### config.mk
export PLATFORM = sky130hd
export DESIGN_NAME = wall_scroller
export DESIGN_NICKNAME = d
export VERILOG_FILES = /design/src/rtl/wall_defs.sv /design/src/rtl/wall_hit_check.sv /design/src/rtl/wall_scroller.sv
export SDC_FILE = /design/constraint.sdc
export NUM_CORES = 1
export LEC_CHECK = 0
export ABC_AREA = 1
export CAP_MARGIN = 40
export CORE_ASPECT_RATIO = 1.1
export CORE_MARGIN = 8
export CORE_UTILIZATION = 50
export CTS_CLUSTER_SIZE = 40
export DETAILED_ROUTE_END_ITERATION = 16
export PLACE_DENSITY_LB_ADDON = 0.05
export REMOVE_ABC_BUFFERS = 1
export SYNTH_ARGS = -nofsm -noshare
export SYNTH_HDL_FRONTEND = slang
export SYNTH_HIERARCHICAL = 1
export SYNTH_SLANG_ARGS = --single-unit
### constraint.sdc
create_clock -name clk -period 4.35 [get_ports clk]
set_clock_uncertainty 0.05 [all_clocks]
set_input_delay 0.87 -clock clk [delete_from_list [all_inputs] [get_ports clk]]
set_output_delay 0.87 -clock clk [all_outputs]
set_load 0.03 [all_outputs]
### src/rtl/wall_defs.sv
// wall_defs: shared wall/screen constants and scroller FSM encoding.
// Used by the scroller, renderer and height generator.
package wall_defs;

  typedef enum logic [1:0] {
    S_IDLE,
    S_MOVE,
    S_SPAWN,
    S_CHECK
  } state_t;

  localparam int SCREEN_W = 160;
  localparam int SCREEN_H = 120;
  localparam int GAP      = 40;
  localparam int WALL_W   = 8;
  localparam int BIRD_X   = 20;
  localparam int BIRD_H   = 4;

endpackage

### src/rtl/wall_hit_check.sv
// wall_hit_check: combinational bird-vs-wall overlap test for one slot.
// All sums are 9 bits so nothing wraps.
module wall_hit_check #(
  parameter int WALL_W = 8,
  parameter int GAP    = 40,
  parameter int BIRD_X = 20,
  parameter int BIRD_H = 4
) (
  input  logic       valid,
  input  logic [7:0] x,
  input  logic [7:0] gap_top,
  input  logic [6:0] bird_y,
  output logic       hit
);

  logic [8:0] x_end;
  logic [8:0] gap_end;
  logic [8:0] by;
  logic [8:0] by_end;
  logic [8:0] bx;
  logic       in_col;
  logic       out_gap;

  assign bx      = 9'(BIRD_X);
  assign x_end   = {1'b0, x} + 9'(WALL_W);
  assign gap_end = {1'b0, gap_top} + 9'(GAP);
  assign by      = {2'b00, bird_y};
  assign by_end  = by + 9'(BIRD_H);

  assign in_col  = ({1'b0, x} <= bx) && (bx < x_end);
  assign out_gap = (by < {1'b0, gap_top}) || (by_end > gap_end);
  assign hit     = valid && in_col && out_gap;

endmodule

### src/rtl/wall_scroller.sv
// wall_scroller: wall slot store; per frame moves each slot, spawns
// a new wall every SPAWN_INTERVAL frames, then checks collision.
module wall_scroller #(
  parameter int MAX_WALLS      = 4,
  parameter int SCREEN_W       = wall_defs::SCREEN_W,
  parameter int SCREEN_H       = wall_defs::SCREEN_H,
  parameter int WALL_W         = wall_defs::WALL_W,
  parameter int GAP            = wall_defs::GAP,
  parameter int SPEED          = 1,
  parameter int SPAWN_INTERVAL = 40,
  parameter int BIRD_X         = wall_defs::BIRD_X,
  parameter int BIRD_H         = wall_defs::BIRD_H
) (
  input  logic                         clk,
  input  logic                         resetn,
  input  logic                         enable,
  input  logic                         frame_tick,
  input  logic [7:0]                   height_in,
  input  logic [6:0]                   bird_y,
  input  logic [$clog2(MAX_WALLS)-1:0] rd_idx,
  output logic                         rd_valid,
  output logic [7:0]                   rd_x,
  output logic [7:0]                   rd_gap_top,
  output logic                         busy,
  output logic                         collision,
  output logic [7:0]                   score
);

  import wall_defs::*;

  localparam int IW = $clog2(MAX_WALLS);

  state_t          state, state_d;
  logic [IW-1:0]   idx;
  logic [15:0]     frm;
  logic            v_q [MAX_WALLS];
  logic [7:0]      x_q [MAX_WALLS];
  logic [7:0]      g_q [MAX_WALLS];

  logic [7:0]      cur_x;
  logic [7:0]      new_x;
  logic [8:0]      old_end;
  logic [8:0]      new_end;
  logic            freed;
  logic            passed;
  logic            free_found;
  logic [IW-1:0]   free_idx;
  logic [7:0]      g_new;
  logic [MAX_WALLS-1:0] hit_vec;

  assign busy       = (state != S_IDLE);
  assign rd_valid   = v_q[rd_idx];
  assign rd_x       = x_q[rd_idx];
  assign rd_gap_top = g_q[rd_idx];

  always_comb begin
    state_d = state;
    unique case (state)
      S_IDLE:  if (frame_tick && enable && !collision) state_d = S_MOVE;
      S_MOVE:  if (idx == IW'(MAX_WALLS - 1)) state_d = S_SPAWN;
      S_SPAWN: state_d = S_CHECK;
      S_CHECK: state_d = S_IDLE;
    endcase
  end

  assign cur_x   = x_q[idx];
  assign new_x   = cur_x - 8'(SPEED);
  assign old_end = {1'b0, cur_x} + 9'(WALL_W);
  assign new_end = {1'b0, new_x} + 9'(WALL_W);
  assign freed   = cur_x < 8'(SPEED);
  assign passed  = v_q[idx] && !freed &&
                   (old_end > 9'(BIRD_X)) && (new_end <= 9'(BIRD_X));

  // Lowest-index free slot wins, so scan from the top down.
  always_comb begin
    free_found = 1'b0;
    free_idx   = '0;
    for (int i = MAX_WALLS - 1; i >= 0; i--) begin
      if (!v_q[i]) begin
        free_found = 1'b1;
        free_idx   = IW'(i);
      end
    end
  end

  assign g_new = (height_in > 8'(SCREEN_H - GAP)) ?
                 8'(SCREEN_H - GAP) : height_in;

  for (genvar g = 0; g < MAX_WALLS; g++) begin : g_hit
    wall_hit_check #(
      .WALL_W (WALL_W),
      .GAP    (GAP),
      .BIRD_X (BIRD_X),
      .BIRD_H (BIRD_H)
    ) u_hit (
      .valid   (v_q[g]),
      .x       (x_q[g]),
      .gap_top (g_q[g]),
      .bird_y  (bird_y),
      .hit     (hit_vec[g])
    );
  end

  always_ff @(posedge clk) begin
    if (!resetn) begin
      state     <= S_IDLE;
      idx       <= '0;
      frm       <= '0;
      score     <= '0;
      collision <= 1'b0;
      for (int i = 0; i < MAX_WALLS; i++) begin
        v_q[i] <= 1'b0;
        x_q[i] <= '0;
        g_q[i] <= '0;
      end
    end else begin
      state <= state_d;
      unique case (state)
        S_IDLE: idx <= '0;
        S_MOVE: begin
          idx <= idx + 1'b1;
          if (v_q[idx]) begin
            if (freed) v_q[idx] <= 1'b0;
            else       x_q[idx] <= new_x;
          end
          if (passed && score != 8'hFF) score <= score + 8'd1;
        end
        S_SPAWN: begin
          if (frm == 16'(SPAWN_INTERVAL - 1)) begin
            frm <= '0;
            if (free_found) begin
              v_q[free_idx] <= 1'b1;
              x_q[free_idx] <= 8'(SCREEN_W);
              g_q[free_idx] <= g_new;
            end
          end else begin
            frm <= frm + 16'd1;
          end
        end
        S_CHECK: if (|hit_vec) collision <= 1'b1;
      endcase
    end
  end

endmodule
Word level (Yosys, flattened, before mapping)
Memories as Yosys holds them, arrays and structs flattened. A register that Yosys moved wholly into a read port is not among the register bits.
Cells that the tools add are included.
- bits in registers: 29
- RAM bits: 68
- output and inout port bits: 27
- logic and storage cells: 136
- memories kept: 3
- memory list (name ; words ; width ; rd ports ; clocked after Yosys merged registers in ; wr ports ; line ; RTL):
    g_q ; 4 ; 8 ; 5 ; 0 ; 4 ; wall_scroller.sv:38 ; logic [7:0] g_q [MAX_WALLS];
    x_q ; 4 ; 8 ; 6 ; 1 ; 4 ; wall_scroller.sv:37 ; logic [7:0] x_q [MAX_WALLS];
    v_q ; 4 ; 1 ; 6 ; 1 ; 4 ; wall_scroller.sv:36 ; logic v_q [MAX_WALLS];
- $add $sub $neg: 15
- order comparisons: 20
- equality and inequality tests: 8
- mux-type cells: 49
- reductions and logical operators: 36
- operators by type and width (kind ; number):
    8-bit by 4-bit adder with 9-bit output (second input constant) ; 6
    8-bit by 6-bit adder with 9-bit output (second input constant) ; 4
    9-bit greater-than comparator ; 4
    5-bit by 9-bit < comparator with 1-bit output (first input constant) ; 4
    8-bit by 5-bit <= comparator with 1-bit output (second input constant) ; 4
    7-bit by 8-bit < comparator with 1-bit output ; 4
    8-bit 2-to-1 mux ; 4
    2-bit 2-to-1 mux ; 15
    1-bit 2-to-1 mux ; 27
    8-bit OR reduction ; 3
    1-bit logical AND ; 18
    16-bit by 1-bit adder with 16-bit output (second input constant) ; 1
    16-bit by 6-bit == test with 1-bit output (second input constant) ; 1
    16-bit 2-to-1 mux ; 1
    9-bit by 5-bit greater-than comparator with 1-bit output (second input constant) ; 1
    9-bit by 5-bit <= comparator with 1-bit output (second input constant) ; 1
    7-bit by 3-bit adder with 8-bit output (second input constant) ; 1
    8-bit by 1-bit adder with 8-bit output (second input constant) ; 1
    8-bit by 7-bit greater-than comparator with 1-bit output (second input constant) ; 1
    8-bit by 1-bit < comparator with 1-bit output (second input constant) ; 1
    8-bit != test (second input constant) ; 1
    2-bit case mux with 4 select lines ; 1
    8-bit by 1-bit subtractor with 8-bit output (second input constant) ; 1
    2-bit == test (second input constant) ; 3
    other kinds (11) ; 20

Logic depth before layout (Yosys ltp)
Gate-level depths: netlist of the first run.
An unclocked memory read counts as a cell.
- depth after elaboration: 12
- mapped depth: 19

Modules after synthesis
Netlist of the first run, hierarchy kept.
- by module, submodules not included (module ; times used ; cells an instance ; area each (um^2) ; seq. area each (um^2)):
    wall_scroller ; 1 ; 703 ; 5541.6 ; 2632.5
    wall_hit_check ; 4 ; 88 ; 573.0 ; 0.0

Worst setup path before layout of the first run
Ideal clock, no wire load.
- kind: input to output
- start: input port rd_idx[0]
- end: output port rd_x[4]
- arrival time: 2.003 ns
- required time: 3.430 ns
- setup slack: 1.427 ns
- stages on the path: 5
- cell sequence: clkbuf_1 > inv_1 > clkbuf_1 > o21ai_0 > o22ai_1
- longest elaborated chain between the ends: 1
- RTL lines (element ; line ; RTL):
    start: declaration ; wall_scroller.sv:20 ; input logic [$clog2(MAX_WALLS)-1:0] rd_idx,
    memory read 4 x 8 bit ; n/a ;
    end: declaration ; wall_scroller.sv:22 ; output logic [7:0] rd_x,
Every way passes these cells.

Worst setup path after layout of the first run
- start: input port rd_idx[1]
- end: output port rd_valid
- longest elaborated chain between the ends: 1
- RTL lines (element ; line ; RTL):
    memory read 4 x 1 bit ; n/a ;
    end: declaration ; wall_scroller.sv:21 ; output logic rd_valid,
Every way passes these cells.

==> flow_metrics.env, run 1 <==
export IMPL_synth_cells=1055
export IMPL_synth_top_area_cell="edfxtp_1"
export IMPL_track_usage=0.209
export IMPL_synth_top_family_by_area="simple AND/OR/NAND/NOR gates"
export IMPL_coreArea_mm2=0.0155
export IMPL_met1_length_mm=9.69
export IMPL_die_w_um=135
export IMPL_synth_xor_area_frac=0.0347
export IMPL_io_pins=48
export IMPL_post_cts_buffers=0
export IMPL_slew_headroom=0.504
export IMPL_yosysSeqAreaShare=0.336
export IMPL_fmax_ghz=0.288
export IMPL_status="completed"
export IMPL_worstSetupStartpointType="input port"
export IMPL_hold_viol_final=0
export IMPL_hpwlAfterDp_mm=15.8
export IMPL_setup_viol=0
export IMPL_crit_type="input port to output pin"
export IMPL_power_leakage_nw=3.96
export IMPL_die_h_um=147
export IMPL_worstSkewPairLatency_ns=0.34
export IMPL_synthToLayoutAreaGrowth_pct=12.7
export IMPL_crit_chain="clkdlybuf4s50_1 -> buf_4 -> inv_1 -> o21ai_0 -> o22ai_1 -> buf_12"
export IMPL_drv_slew=0
export IMPL_dr_pass1_iters=4
export IMPL_dr_total_vias=6910
export IMPL_clockBufferDepth=2
export IMPL_synth_compound_area_frac=0.114
export IMPL_wl_met2_mm=9.36
export IMPL_path_clk_slew_ns=0.07
export IMPL_fin_area_mm2=0.00883
export IMPL_synth_common_cells="nand2_1 (217), inv_1 (143), nor2_1 (125)"
export IMPL_synth_seq_cells=99
export IMPL_antenna_cells=0
export IMPL_syn_mean_instance_area_um2=7.43
export IMPL_critPathMaxFanout=18
export IMPL_endpoint_kind="output pin"
export IMPL_tns_ns=0
export IMPL_highest_layer="met4"
export IMPL_required_ns=3.43
export IMPL_yosys_area_share_simple=0.289
export IMPL_drc=0
export IMPL_grt_pass1_vias=6777
export IMPL_synthAdderAreaFrac=0.136
export IMPL_fin_crit_sh=0.799
export IMPL_viasPerCell=5.26
export IMPL_drt_total_wl_mm=20.2
export IMPL_period_minus_slack_ns=3.47
export IMPL_peakVddDrop_uv=252
export IMPL_drv_cap=0
export IMPL_synth_area_leaders="edfxtp_1 (25%), ha_1 (14%), nand2_1 (10%)"
export IMPL_wl_met3_um=760
export IMPL_globalplace_congestion=0.849
export IMPL_grt_pass1_wl_mm=33.7
export IMPL_ys_async_sr_fraction=0
export IMPL_cts_repair_resize_count=0
export IMPL_cp_arrival_ns=2.55
export IMPL_hold_path_class="flop to flop"
export IMPL_grt_overflow=0
export IMPL_critical_path_max_stage_delay_ns=0.40
export IMPL_grt_max_degree=35
export IMPL_synthMuxAreaShare=0
export IMPL_antenna_found_initial=0
export IMPL_numCtsBuffers=9
export IMPL_p_per_area_mw_per_mm2=331
export IMPL_yosys_area_top_type_share=0.249
export IMPL_nets=1214
export IMPL_path_buf_inv=4
export IMPL_cts_hold_buffers_added=0
export IMPL_cpLargestDelayFamily="buffers and inverters"
export IMPL_clkSinkCount=99
export IMPL_synth_most_common_cell="nand2_1"
export IMPL_slowest_stage="inv_1"
export IMPL_start_util=0.506
export IMPL_syn_cell_area_mm2=0.00783
export IMPL_synth_enable_flop_cells=65
export IMPL_port_buffers=47
export IMPL_finalPower_mw=2.92
export IMPL_die_area_mm2=0.0199
export IMPL_final_layout_size_suffix_gt1_frac=0.0988
export IMPL_grt_setup_unrepaired="false"
export IMPL_synth_warnings=6
export IMPL_place_area_mm2=0.00853
export IMPL_ys_dominant_reg_cell="edfxtp_1"
export IMPL_row_count=48
export IMPL_route_antenna_remaining_nets=0
export IMPL_cts_root_buf="clkbuf_16"
export IMPL_wl_per_cell_um=15.4
export IMPL_worst_pin_slew_ns=0.742
export IMPL_htree_levels=3
export IMPL_cts_tree="done"
export IMPL_synth_distinct_cells=43
export IMPL_drt_iter0_drc=487
path summary, 6_finish.rpt:
kind | from | endpoint | depth (start not counted) | slack, ns
hold / removal | frm[14] | frm[14] | 1 | 0.40
setup / recovery | rd_idx[1] | rd_valid | 6 | 0.88
setup reg to reg | flop | x_q[0][2] | 12 | 1.22
hold reg to reg | frm[14] | frm[14] | 1 | 0.40
flip-flops by register name, indices dropped and copies added, names as in the netlist, named ones only:
signal / count
x_q: 32
frm: 16
v_q: 4
state: 2
score: 8
g_q: 32
collision: 1
idx: 2
cells by family after synthesis:
kind of cell    Yosys count
other cells               1
fa+ha+maj                85
xor+xnor                 31
simple gates            506
buf+inv                 181
flops                    99
compound gates          152
placed cells by master, fill, tap and decap left out, types with 2 or more instances in the layout:
master / Yosys / routed
a21oi_1: 42 / 42
a31oi_1: 3 / 3
or2_2: 2 / 2
nor3b_1: 9 / 9
o21ai_2: 5 / 5
buf_4: 3 / 28
o21ai_0: 52 / 52
nand4_1: 13 / 13
o21ai_1: 5 / 5
clkinv_4: 0 / 2
nor2_4: 7 / 7
inv_1: 143 / 143
a211oi_1: 5 / 5
xor2_1: 30 / 30
dfxtp_1: 34 / 34
a21oi_2: 4 / 4
o21a_1: 6 / 6
o21bai_1: 6 / 6
clkbuf_16: 0 / 9
nor3_1: 18 / 18
inv_2: 18 / 18
o22ai_1: 17 / 17
nand2_2: 9 / 9
nand2_1: 217 / 217
a21o_1: 4 / 4
nor2_2: 16 / 16
clkdlybuf4s50_1: 0 / 30
nor2_1: 125 / 125
edfxtp_1: 65 / 65
clkinvlp_4: 0 / 2
ha_1: 85 / 85
nand3_1: 74 / 74
conb_1: 1 / 4
nor4_1: 7 / 7
nand3b_1: 5 / 5
worst register-to-register path, cell delays in order (launching register included):
cell	delay [ns]
dfxtp_1	0.36
buf_4	0.28
nand2_1	0.09
nand3_1	0.08
nand2_1	0.20
ha_1	0.36
nand3_4	0.13
nor2_4	0.06
nor2_4	0.12
nand2_4	0.10
o21ai_2	0.18
nand2_1	0.30
nand2_1	0.46
per-layer routing:
layer | vias to the layer above | GRT usage
li1 | 3579 | -
met1 | 3182 | 0.273
met2 | 130 | 0.351
met3 | 19 | 0.0287
met4 | 0 | 0.0567
met5 | - | 0
stage by stage:
step           instances  hold WS (ns)  setup WS [ns]   util
6_report            1313         0.404          0.875  0.570
5_1_grt             1313         0.426          0.715  0.570
4_1_cts             1313         0.406          0.859  0.570
3_5_place_dp        1297         0.391          0.640  0.550
3_3_place_gp        1297         0.390          0.713  0.550
2_1_floorplan       1038         0.372           1.28      -
cell type report:
cell class              count  area (um^2)
clock buffers               9          225
repair buffers             59          531
inverters                 161          604
well taps                 200          250
multi-input cells         778         4510
clock inverters             7         76.3
flip-flops and latches     99         2630
fillers                  1539         6670
where the power goes:
part / switching (mW) / total, mW / internal, mW
clock network: 0.363 / 0.813 / 0.449
registers: 0.0544 / 1.11 / 1.05
logic: 0.659 / 0.998 / 0.339
total: 1.08 / 2.92 / 1.84
(Power assumes the default switching activity.)
==> run 2, diff against run 1 <==
==> constraint.sdc (replaced) <==
create_clock -name clk -period 3.35 [get_ports clk]
set_clock_uncertainty 0.05 [all_clocks]
set_input_delay 0.67 -clock clk [delete_from_list [all_inputs] [get_ports clk]]
set_output_delay 0.67 -clock clk [all_outputs]
set_load 0.03 [all_outputs]
==> flow_metrics.env, run 2 (synthesis results as in run 1) <==
export IMPL_status="completed"
export IMPL_antenna_cells=0
export IMPL_reg2reg_depth=18
export IMPL_required_ns=3.52
export IMPL_globalplace_congestion=0.906
export IMPL_grt_setup_unrepaired="false"
export IMPL_hold_viol_final=0
export IMPL_wl_per_cell_um=15.3
export IMPL_worst_pin_slew_ns=0.653
export IMPL_top_regs="g_q x32, x_q x32, frm x16"
export IMPL_fin_cells=1324
export IMPL_hp_start="frm[14]"
export IMPL_period_minus_slack_ns=2.95
export IMPL_rrSetupSlack_ns=0.42
export IMPL_drv_cap=0
export IMPL_path_clk_slew_ns=0.07
export IMPL_worstSetupStartpointType="input port"
export IMPL_grt_max_degree=35
export IMPL_holdPathStages=1
export IMPL_path_buf_inv=1
export IMPL_p_per_area_mw_per_mm2=431
export IMPL_cpLargestDelayFamily="compound AO/OA/AOI/OAI gates"
export IMPL_hpwlAfterDp_mm=16.1
export IMPL_seq_power_share=0.374
export IMPL_worstSkewPairLatency_ns=0.34
export IMPL_cts_tree="done"
export IMPL_swShare=0.356
export IMPL_clkSinkCount=99
export IMPL_drv_slew=0
export IMPL_setup_viol=0
export IMPL_htree_levels=3
export IMPL_peakVddDrop_uv=339
export IMPL_nets=1225
export IMPL_final_common_cell="nand2_1"
export IMPL_final_layout_size_suffix_gt1_frac=0.104
export IMPL_comb_power_share=0.343
export IMPL_cts_root_buf="clkbuf_16"
export IMPL_dr_total_vias=6907
export IMPL_viasPerCell=5.22
export IMPL_crit_type="input port to flop"
export IMPL_clockBufferDepth=2
export IMPL_track_usage=0.206
export IMPL_cts_repair_resize_count=0
export IMPL_power_frac_clock=0.283
export IMPL_fin_crit_sh=0.879
export IMPL_netSwitchingPower_mw=1.37
export IMPL_drt_total_wl_mm=20.2
export IMPL_coreArea_mm2=0.0155
export IMPL_grt_pass1_wl_mm=33.1
export IMPL_hold_path_class="flop to flop"
export IMPL_dr_pass1_iters=5
export IMPL_die_w_um=135
export IMPL_hold_ws_ns=0.423
export IMPL_synthToLayoutAreaGrowth_pct=14.3
export IMPL_grt_pass1_vias=6643
export IMPL_critPathMaxFanout=7
export IMPL_final_cell_mix="nand2_1 (217), inv_1 (143), nor2_1 (125)"
export IMPL_fin_area_mm2=0.00896
export IMPL_die_area_mm2=0.0199
export IMPL_cts_hold_buffers_added=0
export IMPL_crit_chain="clkdlybuf4s50_1 -> ha_1 -> nand3_1 -> xor2_1 -> ha_1 -> a21o_1 -> a21oi_1 -> nand2_1 -> nand2_1 -> a21oi_2 -> o41ai_1 -> a21oi_1"
export IMPL_fmax_ghz=0.340
export IMPL_die_h_um=147
export IMPL_power_leakage_nw=4.03
export IMPL_slowest_stage="clkdlybuf4s50_1"
export IMPL_drt_iter0_drc=431
export IMPL_start_util=0.506
export IMPL_r2r_end="score[2]"
export IMPL_io_pins=48
export IMPL_port_buffers=47
export IMPL_antenna_found_initial=0
export IMPL_grt_overflow=0
export IMPL_numCtsBuffers=9
export IMPL_critical_path_max_stage_delay_ns=0.69
export IMPL_drc=0
export IMPL_row_count=48
export IMPL_place_area_mm2=0.00865
export IMPL_post_cts_buffers=0
export IMPL_whs_endpoint="frm[14]"
export IMPL_dp_cells=1308
export IMPL_cp_arrival_ns=3.11
export IMPL_slew_headroom=0.560
export IMPL_nFillCells=1513
export IMPL_tns_ns=0
export IMPL_route_antenna_remaining_nets=0
export IMPL_p_int_mw=2.49
export IMPL_endpoint_kind="flop"
run 2: area by class of cell:
class                   count  area (um^2)  area share
repair buffers             70          651      0.0726
well taps                 200          250      0.0279
multi-input cells         778         4510       0.504
inverters                 161          604      0.0675
clock inverters             5         76.3     0.00852
clock buffers              11          233      0.0260
flip-flops and latches     99         2630       0.294
run 2: worst max-delay path by stage:
| stage | startpoint | to | slack, ns | cells after the start |
|---|---|---|---|---|
| after CTS | rd_idx[1] | rd_x[7] | 0.40 | 6 |
| after floorplan | flop | x_q[3][0] | 0.28 | 11 |
| after detailed placement | bird_y[3] | collision | 0.07 | 12 |
| final | bird_y[3] | collision | 0.40 | 12 |
| after global routing | flop | score[4] | 0.16 | 18 |
| after global placement | bird_y[3] | collision | 0.12 | 12 |
run 2: per-stage QoR:
| stage | setup WS [ns] | power (mW) | util |
|---|---|---|---|
| floorplan | 0.277 | 2.37 | - |
| global placement | 0.123 | 2.78 | 0.558 |
| detailed placement | 0.0664 | 2.79 | 0.558 |
| CTS | 0.402 | 3.89 | 0.578 |
| global route | 0.161 | 4.11 | 0.578 |
| finish | 0.405 | 3.86 | 0.578 |
run 2: power groups by stage:
| stage | Sequential [mW] | Clock (mW) | Combinational [mW] |
|---|---|---|---|
| global route | 1.45 | 1.16 | 1.50 |
| detailed placement | 1.47 | 0 | 1.32 |
| global placement | 1.47 | 0 | 1.31 |
| finish | 1.44 | 1.09 | 1.32 |
| CTS | 1.44 | 1.11 | 1.33 |
| floorplan | 1.46 | 0 | 0.911 |
run 2: layer usage:
layer / track usage / up-vias / part of all wire
met5: 0 / - / 0
met4: 0.0584 / 0 / 0.017
met3: 0.0260 / 20 / 0.045
li1: - / 3600 / -
met2: 0.343 / 161 / 0.48
met1: 0.274 / 3126 / 0.46
==> run 3, diff against run 2 <==
--- a/config.mk
+++ b/config.mk
@@ -8,7 +8,7 @@
 export ABC_AREA = 1
 export CAP_MARGIN = 40
 export CORE_ASPECT_RATIO = 1.1
-export CORE_MARGIN = 8
+export CORE_MARGIN = 2
 export CORE_UTILIZATION = 50
 export CTS_CLUSTER_SIZE = 40
 export DETAILED_ROUTE_END_ITERATION = 16
==> flow_metrics.env, run 3 (synthesis results as in run 1) <==
export IMPL_dp_cells=1307
export IMPL_wl_per_cell_um=15.3
export IMPL_tns_ns=0
export IMPL_seq_power_share=0.374
export IMPL_htree_levels=3
export IMPL_fin_area_mm2=0.00897
export IMPL_final_common_cell="nand2_1"
export IMPL_viasPerCell=5.27
export IMPL_hold_path_class="flop to flop"
export IMPL_antenna_found_initial=0
export IMPL_die_w_um=123
export IMPL_cp_common_cell="nand2_1"
export IMPL_final_cell_mix="nand2_1 (217), inv_1 (143), nor2_1 (125)"
export IMPL_grt_overflow=0
export IMPL_cpLargestDelayFamily="simple AND/OR/NAND/NOR gates"
export IMPL_p_int_mw=2.49
export IMPL_start_util=0.506
export IMPL_hold_ws_ns=0.403
export IMPL_peakVddDrop_uv=318
export IMPL_slew_headroom=0.604
export IMPL_crit_chain="inv_2 -> nand2_1 -> nand3_1 -> nand2_1 -> ha_1 -> nand3_4 -> nand2_1 -> nand2_1 -> ha_1 -> nand2_1 -> nor2_1 -> nand2_1 -> nand2_1 -> nand2_1 -> nor2_4 -> nand2_2 -> nand2_1 -> a21oi_1"
export IMPL_port_buffers=47
export IMPL_netSwitchingPower_mw=1.39
export IMPL_path_buf_inv=1
export IMPL_power_leakage_nw=4.03
export IMPL_worstSkewPairLatency_ns=0.34
export IMPL_dr_pass1_iters=5
export IMPL_grt_pass1_wl_mm=32.8
export IMPL_critPathMaxFanout=10
export IMPL_drc=0
export IMPL_cts_tree="done"
export IMPL_comb_power_share=0.339
export IMPL_rrSetupSlack_ns=0.39
export IMPL_drv_slew=0
export IMPL_fin_cells=1323
export IMPL_power_frac_clock=0.288
export IMPL_hp_start="frm[14]"
export IMPL_antenna_cells=0
export IMPL_nets=1224
export IMPL_track_usage=0.251
export IMPL_fin_util=0.579
export IMPL_pre_cts_slack_ns=0.0553
export IMPL_hold_viol_final=0
export IMPL_post_cts_buffers=0
export IMPL_fmax_ghz=0.338
export IMPL_setup_viol=0
export IMPL_critical_path_max_stage_delay_ns=0.48
export IMPL_route_antenna_remaining_nets=0
export IMPL_final_layout_size_suffix_gt1_frac=0.106
export IMPL_path_clk_slew_ns=0.07
export IMPL_crit_type="flop to flop"
export IMPL_hpwlAfterDp_mm=15.9
export IMPL_top_regs="g_q x32, x_q x32, frm x16"
export IMPL_drt_iter0_drc=488
export IMPL_clockBufferDepth=2
export IMPL_grt_max_degree=35
export IMPL_place_area_mm2=0.00865
export IMPL_die_area_mm2=0.0167
export IMPL_io_pins=48
export IMPL_dr_total_vias=6969
export IMPL_synthToLayoutAreaGrowth_pct=14.5
export IMPL_finalPower_mw=3.88
export IMPL_drt_total_wl_mm=20.2
export IMPL_drv_cap=0
export IMPL_status="completed"
export IMPL_grt_pass1_vias=6589
export IMPL_cp_arrival_ns=3.13
export IMPL_row_count=48
export IMPL_setup_ws_ns=0.391
export IMPL_cts_hold_buffers_added=0
export IMPL_worst_pin_slew_ns=0.588
export IMPL_clkSinkCount=99
export IMPL_coreArea_mm2=0.0155
export IMPL_p_per_area_mw_per_mm2=432
export IMPL_slowest_stage="dfxtp_1"
export IMPL_cts_repair_resize_count=0
export IMPL_numCtsBuffers=9
export IMPL_die_h_um=135
export IMPL_endpoint_kind="flop"
export IMPL_worstSetupStartpointType="flop"
export IMPL_swShare=0.358
export IMPL_fin_crit_sh=0.883
export IMPL_period_minus_slack_ns=2.96
export IMPL_required_ns=3.52
export IMPL_grt_setup_unrepaired="false"
export IMPL_cts_root_buf="clkbuf_16"
export IMPL_nFillCells=1505
export IMPL_globalplace_congestion=0.875
run 3: cell types whose count changed in the layout (fill, tap and decap cells not counted):
cell	change
buf_12	+1
buf_4	-2
clkbuf_1	-1
clkinv_1	-2
clkinv_2	+1
clkinv_4	+1
clkinvlp_4	+1
run 3: cell type report:
type	instances	area, um^2	area share
clock buffers	10	229	0.0255
clock inverters	6	90.1	0.0100
inverters	161	604	0.0674
multi-input cells	778	4510	0.503
flip-flops and latches	99	2630	0.293
well taps	200	250	0.0279
repair buffers	69	656	0.0731
run 3: worst paths after layout:
path / end / cells after the start
setup reg to reg: score[4] / 18
setup / recovery: score[4] / 18
hold reg to reg: frm[14] / 1
hold / removal: frm[14] / 1
run 3: power groups by stage:
stage / clock network [mW] / logic (mW) / registers, mW
floorplan: 0 / 0.911 / 1.46
global placement: 0 / 1.31 / 1.47
detailed placement: 0 / 1.31 / 1.48
CTS: 1.14 / 1.32 / 1.45
global route: 1.17 / 1.49 / 1.46
finish: 1.12 / 1.31 / 1.45
run 3: layer usage:
| metal | track usage | part of all wire | up-vias | wire length (um) |
|---|---|---|---|---|
| met3 | 0.0328 | 0.049 | 25 | 991 |
| li1 | - | - | 3594 | - |
| met4 | 0.0732 | 0.018 | 0 | 363 |
| met5 | 0 | 0 | - | 0 |
| met1 | 0.329 | 0.45 | 3180 | 9190 |
| met2 | 0.430 | 0.48 | 170 | 9660 |
